$ cat src/rtl/mips_pkg.sv
// ----------------------------------------------------------------------------
// mips_pkg
//   Shared constants for the multi-cycle MIPS core.
//   - OPC_*   : primary opcodes (instr[31:26]) understood by the decoder
//   - FUNCT_* : R-type function codes (instr[5:0])
//   - ALU_*   : operation codes carried on alu_op to the execute stage
//   - state_t : decode-stage FSM encoding (IDLE / ISSUE)
// ----------------------------------------------------------------------------
package mips_pkg;

    localparam logic [5:0] OPC_RTYPE = 6'b000000;
    localparam logic [5:0] OPC_ADDI  = 6'b001000;
    localparam logic [5:0] OPC_LW    = 6'b100011;
    localparam logic [5:0] OPC_SW    = 6'b101011;
    localparam logic [5:0] OPC_BEQ   = 6'b000100;
    localparam logic [5:0] OPC_BNE   = 6'b000101;
    localparam logic [5:0] OPC_J     = 6'b000010;

    localparam logic [5:0] FUNCT_ADD = 6'b100000;
    localparam logic [5:0] FUNCT_SUB = 6'b100010;
    localparam logic [5:0] FUNCT_AND = 6'b100100;
    localparam logic [5:0] FUNCT_OR  = 6'b100101;
    localparam logic [5:0] FUNCT_SLT = 6'b101010;
    localparam logic [5:0] FUNCT_MUL = 6'b011000;

    localparam logic [3:0] ALU_ADD = 4'd0;
    localparam logic [3:0] ALU_SUB = 4'd1;
    localparam logic [3:0] ALU_AND = 4'd2;
    localparam logic [3:0] ALU_OR  = 4'd3;
    localparam logic [3:0] ALU_SLT = 4'd4;
    localparam logic [3:0] ALU_MUL = 4'd5;

    typedef enum logic {
        IDLE  = 1'b0,
        ISSUE = 1'b1
    } state_t;

endpackage

$ cat src/rtl/reg_file.sv
// ----------------------------------------------------------------------------
// reg_file
//   Architectural GPR file: 2**REG_AW registers of DATA_W bits.
//   Two asynchronous read ports, one synchronous write port.
//   Register 0 is hardwired to zero: writes to it are dropped, reads return 0.
//   Write-first bypass is not done here; the decode stage handles it.
// Ports
//   clock            : write clock (posedge)
//   reset            : asynchronous active-high, clears every register
//   we/waddr/wdata   : write port
//   raddr_a/rdata_a  : read port A
//   raddr_b/rdata_b  : read port B
// ----------------------------------------------------------------------------
module reg_file #(
    parameter int DATA_W = 32,
    parameter int REG_AW = 5
) (
    input  logic              clock,
    input  logic              reset,
    input  logic              we,
    input  logic [REG_AW-1:0] waddr,
    input  logic [DATA_W-1:0] wdata,
    input  logic [REG_AW-1:0] raddr_a,
    output logic [DATA_W-1:0] rdata_a,
    input  logic [REG_AW-1:0] raddr_b,
    output logic [DATA_W-1:0] rdata_b
);

    localparam int NREG = 1 << REG_AW;

    logic [DATA_W-1:0] regs [NREG];

    always_ff @(posedge clock or posedge reset) begin
        if (reset) begin
            for (int i = 0; i < NREG; i++) begin
                regs[i] <= '0;
            end
        end else if (we && (waddr != '0)) begin
            regs[waddr] <= wdata;
        end
    end

    assign rdata_a = (raddr_a == '0) ? '0 : regs[raddr_a];
    assign rdata_b = (raddr_b == '0) ? '0 : regs[raddr_b];

endmodule

$ cat src/rtl/decode_stage.sv
// ----------------------------------------------------------------------------
// decode_stage
//   Stage 2 of the multi-cycle MIPS core. Splits the instruction from fetch into
//   fields, reads the GPR file (with write-first bypass from stage 5),
//   sign-extends the immediate and generates the control word. All results are
//   registered on the edge that samples stage2 and presented with the stage3
//   token.
// Ports
//   clock, reset        : clock (posedge) and asynchronous active-high reset
//   stage2, instruction : token + instruction word from fetch
//   wb_en/addr/data     : GPR write-back from stage 5
//   stage3              : token to execute, high exactly while FSM is in ISSUE
//   rs_data, rt_data    : GPR[rs], GPR[rt]
//   imm_ext             : sign-extended instr[15:0]
//   dst_reg             : rd (R-type), rt (addi/lw), else 0
//   alu_op + control    : reg_write, mem_read, mem_write, alu_src, branch,
//                         branch_ne, jump
//   jump_target         : instr[PC_W-1:0] for j, else 0
//   illegal             : unsupported opcode/funct
//   state_dbg           : current FSM state
// Token semantics: stage2 is a one-cycle valid with no back-pressure. Each
//   cycle stage2 is high at a posedge, one instruction is captured and stage3 is
//   high for the following cycle. Execute has no ready: it must take every
//   token. Outputs hold their last values while stage3 is low.
// ----------------------------------------------------------------------------
module decode_stage
    import mips_pkg::*;
#(
    parameter int DATA_W = 32,
    parameter int REG_AW = 5,
    parameter int PC_W   = 4
) (
    input  logic              clock,
    input  logic              reset,
    input  logic              stage2,
    input  logic [DATA_W-1:0] instruction,
    input  logic              wb_en,
    input  logic [REG_AW-1:0] wb_addr,
    input  logic [DATA_W-1:0] wb_data,
    output logic              stage3,
    output logic [DATA_W-1:0] rs_data,
    output logic [DATA_W-1:0] rt_data,
    output logic [DATA_W-1:0] imm_ext,
    output logic [REG_AW-1:0] dst_reg,
    output logic [3:0]        alu_op,
    output logic              reg_write,
    output logic              mem_read,
    output logic              mem_write,
    output logic              alu_src,
    output logic              branch,
    output logic              branch_ne,
    output logic              jump,
    output logic [PC_W-1:0]   jump_target,
    output logic              illegal,
    output state_t            state_dbg
);

    // ------------------------------------------------------------------
    // Instruction fields
    // ------------------------------------------------------------------
    logic [5:0]        opcode;
    logic [5:0]        funct;
    logic [REG_AW-1:0] rs_idx;
    logic [REG_AW-1:0] rt_idx;
    logic [REG_AW-1:0] rd_idx;

    assign opcode = instruction[31:26];
    assign funct  = instruction[5:0];
    assign rs_idx = REG_AW'(instruction[25:21]);
    assign rt_idx = REG_AW'(instruction[20:16]);
    assign rd_idx = REG_AW'(instruction[15:11]);

    // ------------------------------------------------------------------
    // Register file and write-first bypass
    // ------------------------------------------------------------------
    logic [DATA_W-1:0] rf_rs;
    logic [DATA_W-1:0] rf_rt;
    logic [DATA_W-1:0] rs_fwd;
    logic [DATA_W-1:0] rt_fwd;

    reg_file #(
        .DATA_W (DATA_W),
        .REG_AW (REG_AW)
    ) u_reg_file (
        .clock   (clock),
        .reset   (reset),
        .we      (wb_en),
        .waddr   (wb_addr),
        .wdata   (wb_data),
        .raddr_a (rs_idx),
        .rdata_a (rf_rs),
        .raddr_b (rt_idx),
        .rdata_b (rf_rt)
    );

    // A write landing on the same edge as the decode must be visible to it;
    // reg 0 is excluded so a dropped write cannot leak through the bypass.
    assign rs_fwd = (wb_en && (wb_addr == rs_idx) && (rs_idx != '0)) ? wb_data : rf_rs;
    assign rt_fwd = (wb_en && (wb_addr == rt_idx) && (rt_idx != '0)) ? wb_data : rf_rt;

    // ------------------------------------------------------------------
    // Control decode
    // ------------------------------------------------------------------
    logic [3:0]        c_alu_op;
    logic              c_reg_write;
    logic              c_mem_read;
    logic              c_mem_write;
    logic              c_alu_src;
    logic              c_branch;
    logic              c_branch_ne;
    logic              c_jump;
    logic              c_illegal;
    logic [REG_AW-1:0] c_dst_reg;
    logic [PC_W-1:0]   c_jump_target;

    always_comb begin
        c_alu_op      = ALU_ADD;
        c_reg_write   = 1'b0;
        c_mem_read    = 1'b0;
        c_mem_write   = 1'b0;
        c_alu_src     = 1'b0;
        c_branch      = 1'b0;
        c_branch_ne   = 1'b0;
        c_jump        = 1'b0;
        c_illegal     = 1'b0;
        c_dst_reg     = '0;
        c_jump_target = '0;
        case (opcode)
            OPC_RTYPE: begin
                c_reg_write = 1'b1;
                c_dst_reg   = rd_idx;
                case (funct)
                    FUNCT_ADD: c_alu_op = ALU_ADD;
                    FUNCT_SUB: c_alu_op = ALU_SUB;
                    FUNCT_AND: c_alu_op = ALU_AND;
                    FUNCT_OR:  c_alu_op = ALU_OR;
                    FUNCT_SLT: c_alu_op = ALU_SLT;
                    FUNCT_MUL: c_alu_op = ALU_MUL;
                    default: begin
                        // Unknown funct: squash everything the R-type path set.
                        c_illegal   = 1'b1;
                        c_reg_write = 1'b0;
                        c_dst_reg   = '0;
                    end
                endcase
            end
            OPC_ADDI: begin
                c_reg_write = 1'b1;
                c_alu_src   = 1'b1;
                c_dst_reg   = rt_idx;
            end
            OPC_LW: begin
                c_reg_write = 1'b1;
                c_mem_read  = 1'b1;
                c_alu_src   = 1'b1;
                c_dst_reg   = rt_idx;
            end
            OPC_SW: begin
                c_mem_write = 1'b1;
                c_alu_src   = 1'b1;
            end
            OPC_BEQ: begin
                c_alu_op = ALU_SUB;
                c_branch = 1'b1;
            end
            OPC_BNE: begin
                c_alu_op    = ALU_SUB;
                c_branch    = 1'b1;
                c_branch_ne = 1'b1;
            end
            OPC_J: begin
                c_jump        = 1'b1;
                c_jump_target = instruction[PC_W-1:0];
            end
            default: c_illegal = 1'b1;
        endcase
    end

    // ------------------------------------------------------------------
    // FSM: ISSUE for every cycle following an edge where stage2 was high
    // ------------------------------------------------------------------
    state_t state;
    state_t next_state;

    always_ff @(posedge clock or posedge reset) begin
        if (reset) begin
            state <= IDLE;
        end else begin
            state <= next_state;
        end
    end

    always_comb begin
        next_state = state;
        case (state)
            IDLE:    if (stage2)  next_state = ISSUE;
            ISSUE:   if (!stage2) next_state = IDLE;
            default: next_state = IDLE;
        endcase
    end

    // Decoded from the state register so an asynchronous reset drops it at once.
    assign stage3    = (state == ISSUE);
    assign state_dbg = state;

    // ------------------------------------------------------------------
    // Output registers: load on every accepted token, hold otherwise
    // ------------------------------------------------------------------
    always_ff @(posedge clock or posedge reset) begin
        if (reset) begin
            rs_data     <= '0;
            rt_data     <= '0;
            imm_ext     <= '0;
            dst_reg     <= '0;
            alu_op      <= ALU_ADD;
            reg_write   <= 1'b0;
            mem_read    <= 1'b0;
            mem_write   <= 1'b0;
            alu_src     <= 1'b0;
            branch      <= 1'b0;
            branch_ne   <= 1'b0;
            jump        <= 1'b0;
            jump_target <= '0;
            illegal     <= 1'b0;
        end else if (stage2) begin
            rs_data     <= rs_fwd;
            rt_data     <= rt_fwd;
            imm_ext     <= {{(DATA_W-16){instruction[15]}}, instruction[15:0]};
            dst_reg     <= c_dst_reg;
            alu_op      <= c_alu_op;
            reg_write   <= c_reg_write;
            mem_read    <= c_mem_read;
            mem_write   <= c_mem_write;
            alu_src     <= c_alu_src;
            branch      <= c_branch;
            branch_ne   <= c_branch_ne;
            jump        <= c_jump;
            jump_target <= c_jump_target;
            illegal     <= c_illegal;
        end
    end

endmodule

$ cat config.mk
export PLATFORM = sky130hd
export DESIGN_NAME = decode_stage
export DESIGN_NICKNAME = d
export VERILOG_FILES = /design/src/rtl/mips_pkg.sv /design/src/rtl/reg_file.sv /design/src/rtl/decode_stage.sv
export SDC_FILE = /design/constraint.sdc
export NUM_CORES = 2
export LEC_CHECK = 0
export ABC_CLOCK_PERIOD_IN_PS = 50600
export CAP_MARGIN = 10
export CELL_PAD_IN_SITES_DETAIL_PLACEMENT = 0
export CELL_PAD_IN_SITES_GLOBAL_PLACEMENT = 1
export CORE_MARGIN = 4
export CORE_UTILIZATION = 32
export CTS_CLUSTER_SIZE = 25
export DETAILED_ROUTE_END_ITERATION = 7
export HOLD_SLACK_MARGIN = 0.05
export PLACE_DENSITY_LB_ADDON = 0.1
export SYNTH_ARGS = -nofsm -noshare
export SYNTH_HDL_FRONTEND = slang
export SYNTH_HIERARCHICAL = 1
export SYNTH_SLANG_ARGS = --single-unit
$ cat constraint.sdc
create_clock -name clock -period 50.6 [get_ports clock]
set_input_delay 10.12 -clock clock [delete_from_list [all_inputs] [get_ports clock]]
set_output_delay 10.12 -clock clock [all_outputs]
set_load 0.03 [all_outputs]
* Word level (Yosys, flattened, before mapping)
Index checks and enable logic that the tools add are counted.
** Word-level totals
- Bits in registers :: 1126
- Word-level logic and storage cells :: 114
** Operators by class
- Order comparisons :: 4
- Eq/ne operators :: 14
- Multiplexer cells :: 29
- Bitwise operators :: 3
- Reduce and logical (&&, ||, !) cells :: 17
** Operator list (number)
- bitwise mux 1024 bit :: 1
- binary-select mux 32 bit (select 5 bit) :: 2
- 2-to-1 mux 32 bit :: 9
- demux 32 bit (select 5 bit) :: 1
- == test 6 bit, second input constant :: 7
- >= comparator 6 bit, second input constant :: 3
- NOT 5 -> 6 bit :: 3
- case mux 3 bit (5 select lines) :: 1
- nonzero test 5 bit :: 3
- == test 6 x 3 -> 1 bit, second input constant :: 2
- OR reduction 6 bit :: 2
- == test 5 bit :: 2
- zero test 5 bit :: 2
- case mux 5 bit (2 select lines) :: 1
- 2-to-1 mux 1 bit :: 9
- == test 6 x 2 -> 1 bit, second input constant :: 1
- == test 6 x 4 -> 1 bit, second input constant :: 1
- == test 6 x 5 -> 1 bit, second input constant :: 1
- logical AND 1 bit :: 6
- zero test 6 bit :: 1
- < comparator 6 x 1 -> 1 bit, second input constant :: 1
- case mux 3 bit (2 select lines) :: 1
- 2-to-1 mux 5 bit :: 1
- 2-to-1 mux 4 bit :: 1
- other kinds (3) :: 5

* Depth between registers and ports, before layout
- Word-level depth :: 6
- Mapped depth :: 11
- Mapped depth without buffers :: 6

* By module
Netlist, hierarchy kept.
** By module, submodules not included
- reg_file :: instances 1, cells each 3692, area an instance 54732.5 µm², seq. area each 25624.6 µm²
- decode_stage :: instances 1, cells each 556, area an instance 5521.5 µm², seq. area each 2527.4 µm²

* Least setup slack after synthesis
No wires, ideal clock.
- Kind :: input to register
- From :: input instruction[17]
- To :: register rt_data[11]
- Arrival :: 11964 ps
- Data required time :: 50476 ps
- Slack :: 38512 ps
- Stages on the path :: 8
- Path through :: buf_4 > buf_6 > mux4_2 > mux4_2 > o22ai_1 > nor3_1 > o31a_1 > o31a_1
** Between the ends
- Cells in the longest elaborated chain, start to end :: 6
- Elaborated cells between the ends (all ways) :: 11
** Ends and longest elaborated chain
- start: declaration :: RTL line decode_stage.sv:36 : input logic [DATA_W-1:0] instruction,
- NOT 5 -> 6 bit (not written as such) :: RTL line reg_file.sv:44 : assign rdata_b = (raddr_b == '0) ? '0 : regs[raddr_b];
- binary-select mux 32 bit (select 5 bit) :: RTL line reg_file.sv:44
- 2-to-1 mux 32 bit (not written as such) (2 in a row) :: RTL line reg_file.sv:44
- 2-to-1 mux 32 bit (*) :: RTL line reg_file.sv:44
- via rf_rt[11] :: RTL line decode_stage.sv:77 : logic [DATA_W-1:0] rf_rt;
- 2-to-1 mux 32 bit (*) :: RTL line decode_stage.sv:99 : assign rt_fwd = (wb_en && (wb_addr == rt_idx) && (rt_idx != '0)) ? wb_data : rf_rt;
- end signal: assignment :: RTL line decode_stage.sv:227 : rt_data <= rt_fwd;
- end: declaration :: RTL line decode_stage.sv:42 : output logic [DATA_W-1:0] rt_data,
Mark *: on every way through the listed nets, which the timed path passes. The rest lies on a longest branch. The select of a mux whose other input is x is not followed.
A chain may end at the register's enable or synchronous reset.

* Worst setup path after layout
- From :: input instruction[18]
- To :: register rt_data[25]
The elaborated chain is that of the path after synthesis.

==> impl_metrics.yaml <==
run_status:
  status: "finished, violations left"
  violations: "capacitance limit"
layout:
  fin_util: 0.367
  nNetsFinal: 4300
  layout-drive-gt1-share: 0.433
  fin_cells: 6826
  reg_top3: "u_reg_file/regs: 1024 flops, rs_data: 32 flops, rt_data: 32 flops"
  area.growth.synth_to_final_pct: 14.4
  largest_register_ff_count: 1024
  fin_area_sq_um: 68900
  top_register: "u_reg_file/regs"
synth:
  async_flop_share: 1.00
  synth_edf_count: 0
  synth_cell_type_count: 70
  yosysWarningCount: 6
  ys_top_cells_by_area: "dfrtp_1, mux2_2, mux4_2"
  synth_nets: 4321
  synth_ff_type: "dfrtp_1"
  synth_area_sq_um: 60300
  yosysTopAreaCell: "dfrtp_1"
  ys_ff_latch: 1125
  synth_top_area_share: 0.467
  synth.avg_cell_area_sq_um: 14.2
  ys_seq_area_frac: 0.467
  synth_cells: 4248
sta:
  clock.fmax_mhz: 72.8
  tightest_slew_ns: 1.45
  min_period_ns: 13.73
  setup_violations: 0
  timing.slew.headroom: 0.00805
  tns_ns: 0
  hold_viol_final: 0
  finalCritPeriodShare: 0.271
  rsz0062_at_grt: "false"
  slew_viol_final: 0
  finClkSkew_ns: 0.0264
clock_tree:
  cts_tree: "built"
  cts-root-buf: "clkbuf_16"
  htreeDepth: 4
  tritoncts.num_buffers: 142
  clkTransAtPathRegs_ns: 0.06
  cts_setup_buffers: 0
  clk_latency_ns: 0.78
  clockBufferDepth: 3
  clock-sinks: 1125
  holdBufCountCts: 0
  cts-resized-gates: 0
place:
  routabilityCongestion: 0.764
  port_buffers: 190
  dp_hpwl_microns: 139000
  post-place-cells: 6578
  dpl-instance-area_sq_um: 64300
floorplan:
  row_count: 159
  die_area_sq_um: 195000
  die-height_microns: 442
  ios: 192
  initial_core_util: 0.321
  coreArea_sq_um: 188000
  die_w_microns: 442
setup_path:
  end_kind: "flop"
  ff2ff_path_depth: 6
  r2r_setup_slack_ns: 47.75
  worstSetupPathType: "input port to flop"
  crit_chain: "buf_8 > buf_12 > buf_4 > buf_4 > mux4_2 > mux4_2 > o22ai_1 > nor3_1 > o31a_1 > o22a_1"
  required_ns: 51.27
  cp_slowest_stage_delay_ns: 0.76
  timing.rr.start: "u_reg_file/regs[604]"
  cp-endpoint: "rt_data[25]"
  slowest_stage: "buf_4"
  critPathArrivalTime_ns: 14.40
  r2r-end: "rs_data[28]"
  worstSetupStartpoint: "instruction[18]"
  cp-start-kind: "input port"
  path_max_fanout: 88
power:
  p_leak_nw: 29.2
  p_per_area_nw_per_um2: 40.6
  ir_drop_mv: 0.0260
  total_power_mw: 2.80
run:
  maxCapViolations: 1
global_routing:
  grt_pass1_wl_microns: 348000
  antenna_found_initial: 8
  grt_start_max_net_pins: 142
  overflow: 0
  grt_pass1_vias: 41776
  grt.total_usage: 0.250
drt:
  drt_first_pass_iters: 5
  routed_wl_microns: 247000
  ant_nets: 0
  drtIter0Drc: 3414
  viasPerCell: 5.85
  num_vias: 39955
  wl_per_cell_microns: 36.3
  drc: 0
worst_hold_path:
  hold_path.class: "flop to flop"
[metal layers]
layer / up-vias / global-route usage / wire, microns
li1: 16375 / - / -
met1: 22172 / 0.333 / 107000
met2: 1054 / 0.425 / 122000
met3: 352 / 0.0315 / 9670
met4: 2 / 0.0767 / 8140
met5: - / 0 / 10
[Yosys cell counts (all sizes together), types with 15 or more instances]
library cell,number
dfrtp,1125
mux2,1044
mux4,397
clkbuf,277
mux2i,272
buf,226
a22oi,78
nand2,68
inv,52
o31a,51
o22a,49
o41ai,49
nor2,47
a21oi,46
a22o,43
nor2b,43
o22ai,41
a211oi,39
nor3,34
a2111oi,32
o221ai,26
nand3,21
a31oi,20
and2,20
nor4,18
o21ai,16
o32ai,16
o31ai,15
or4,15
[worst max-delay path: cells and delay by family]
family	cells	cell delay [ns]
buffers and inverters	4	2.56
multiplexers	2	0.92
AND/OR/NAND/NOR	1	0.09
AO/OA/AOI/OAI	3	0.51
[logic make-up after synthesis]
| family | count (synthesis) | synth area share |
|---|---|---|
| buffers and inverters | 556 | 0.0459 |
| other | 1 | 0.0000622 |
| and+or+nand+nor | 303 | 0.0270 |
| DFF | 1125 | 0.467 |
| AOI/OAI and AO/OA | 542 | 0.0699 |
| xor gates and xnor gates | 8 | 0.00129 |
| muxes | 1713 | 0.389 |
[report_power, final]
group          total (mW)  switching [mW]  leakage (nW)  internal, mW
Clock                1.03           0.414          2.30         0.618
Combinational       0.567           0.255          12.6         0.312
Sequential           1.20           0.132          14.3          1.07
[final cells by class]
type,count,area [sq um]
repair buffers,338,3070
multi-input cells,2567,29700
clock inverters,34,407
clock buffers,213,4250
well taps,2495,3120
flip-flops and latches,1125,28200
inverters,53,209
diodes,1,2.50
fillers,17949,119000
[layout by cell type (no fill, tap or decap), types with 49 or more instances in the layout]
cell             instances
dfrtp_1               1125
o41ai_1                 49
buf_4                  148
o22a_1                  49
a22oi_1                 78
o31a_1                  51
nand2_1                 51
mux2_2                1044
clkbuf_16              149
mux4_2                 397
mux2i_1                272
clkdlybuf4s50_1        180
inv_1                   50
[per-stage QoR]
stage / setup WS, ns / hold WS (ns)
finish: 36.87 / 0.397
global route: 36.79 / 0.407
CTS: 37.00 / 0.396
detailed placement: 36.14 / 0.385
global placement: 36.15 / 0.385
floorplan: 11.66 / 0.441
[how the worst min path moves through the flow]
| stage | start | endpoint | slack [ns] | cells past startpoint |
|---|---|---|---|---|
| after floorplan | u_reg_file/regs[1000] | u_reg_file/regs[1000] | 0.44 | 1 |
| after global placement | u_reg_file/regs[1023] | u_reg_file/regs[1023] | 0.39 | 0 |
| after detailed placement | u_reg_file/regs[1016] | u_reg_file/regs[1016] | 0.38 | 0 |
| after CTS | u_reg_file/regs[1016] | u_reg_file/regs[1016] | 0.40 | 0 |
| after global routing | u_reg_file/regs[1023] | u_reg_file/regs[1023] | 0.41 | 0 |
| final | u_reg_file/regs[1011] | u_reg_file/regs[1011] | 0.40 | 0 |
No activity file was read; power rests on OpenSTA's default activity.
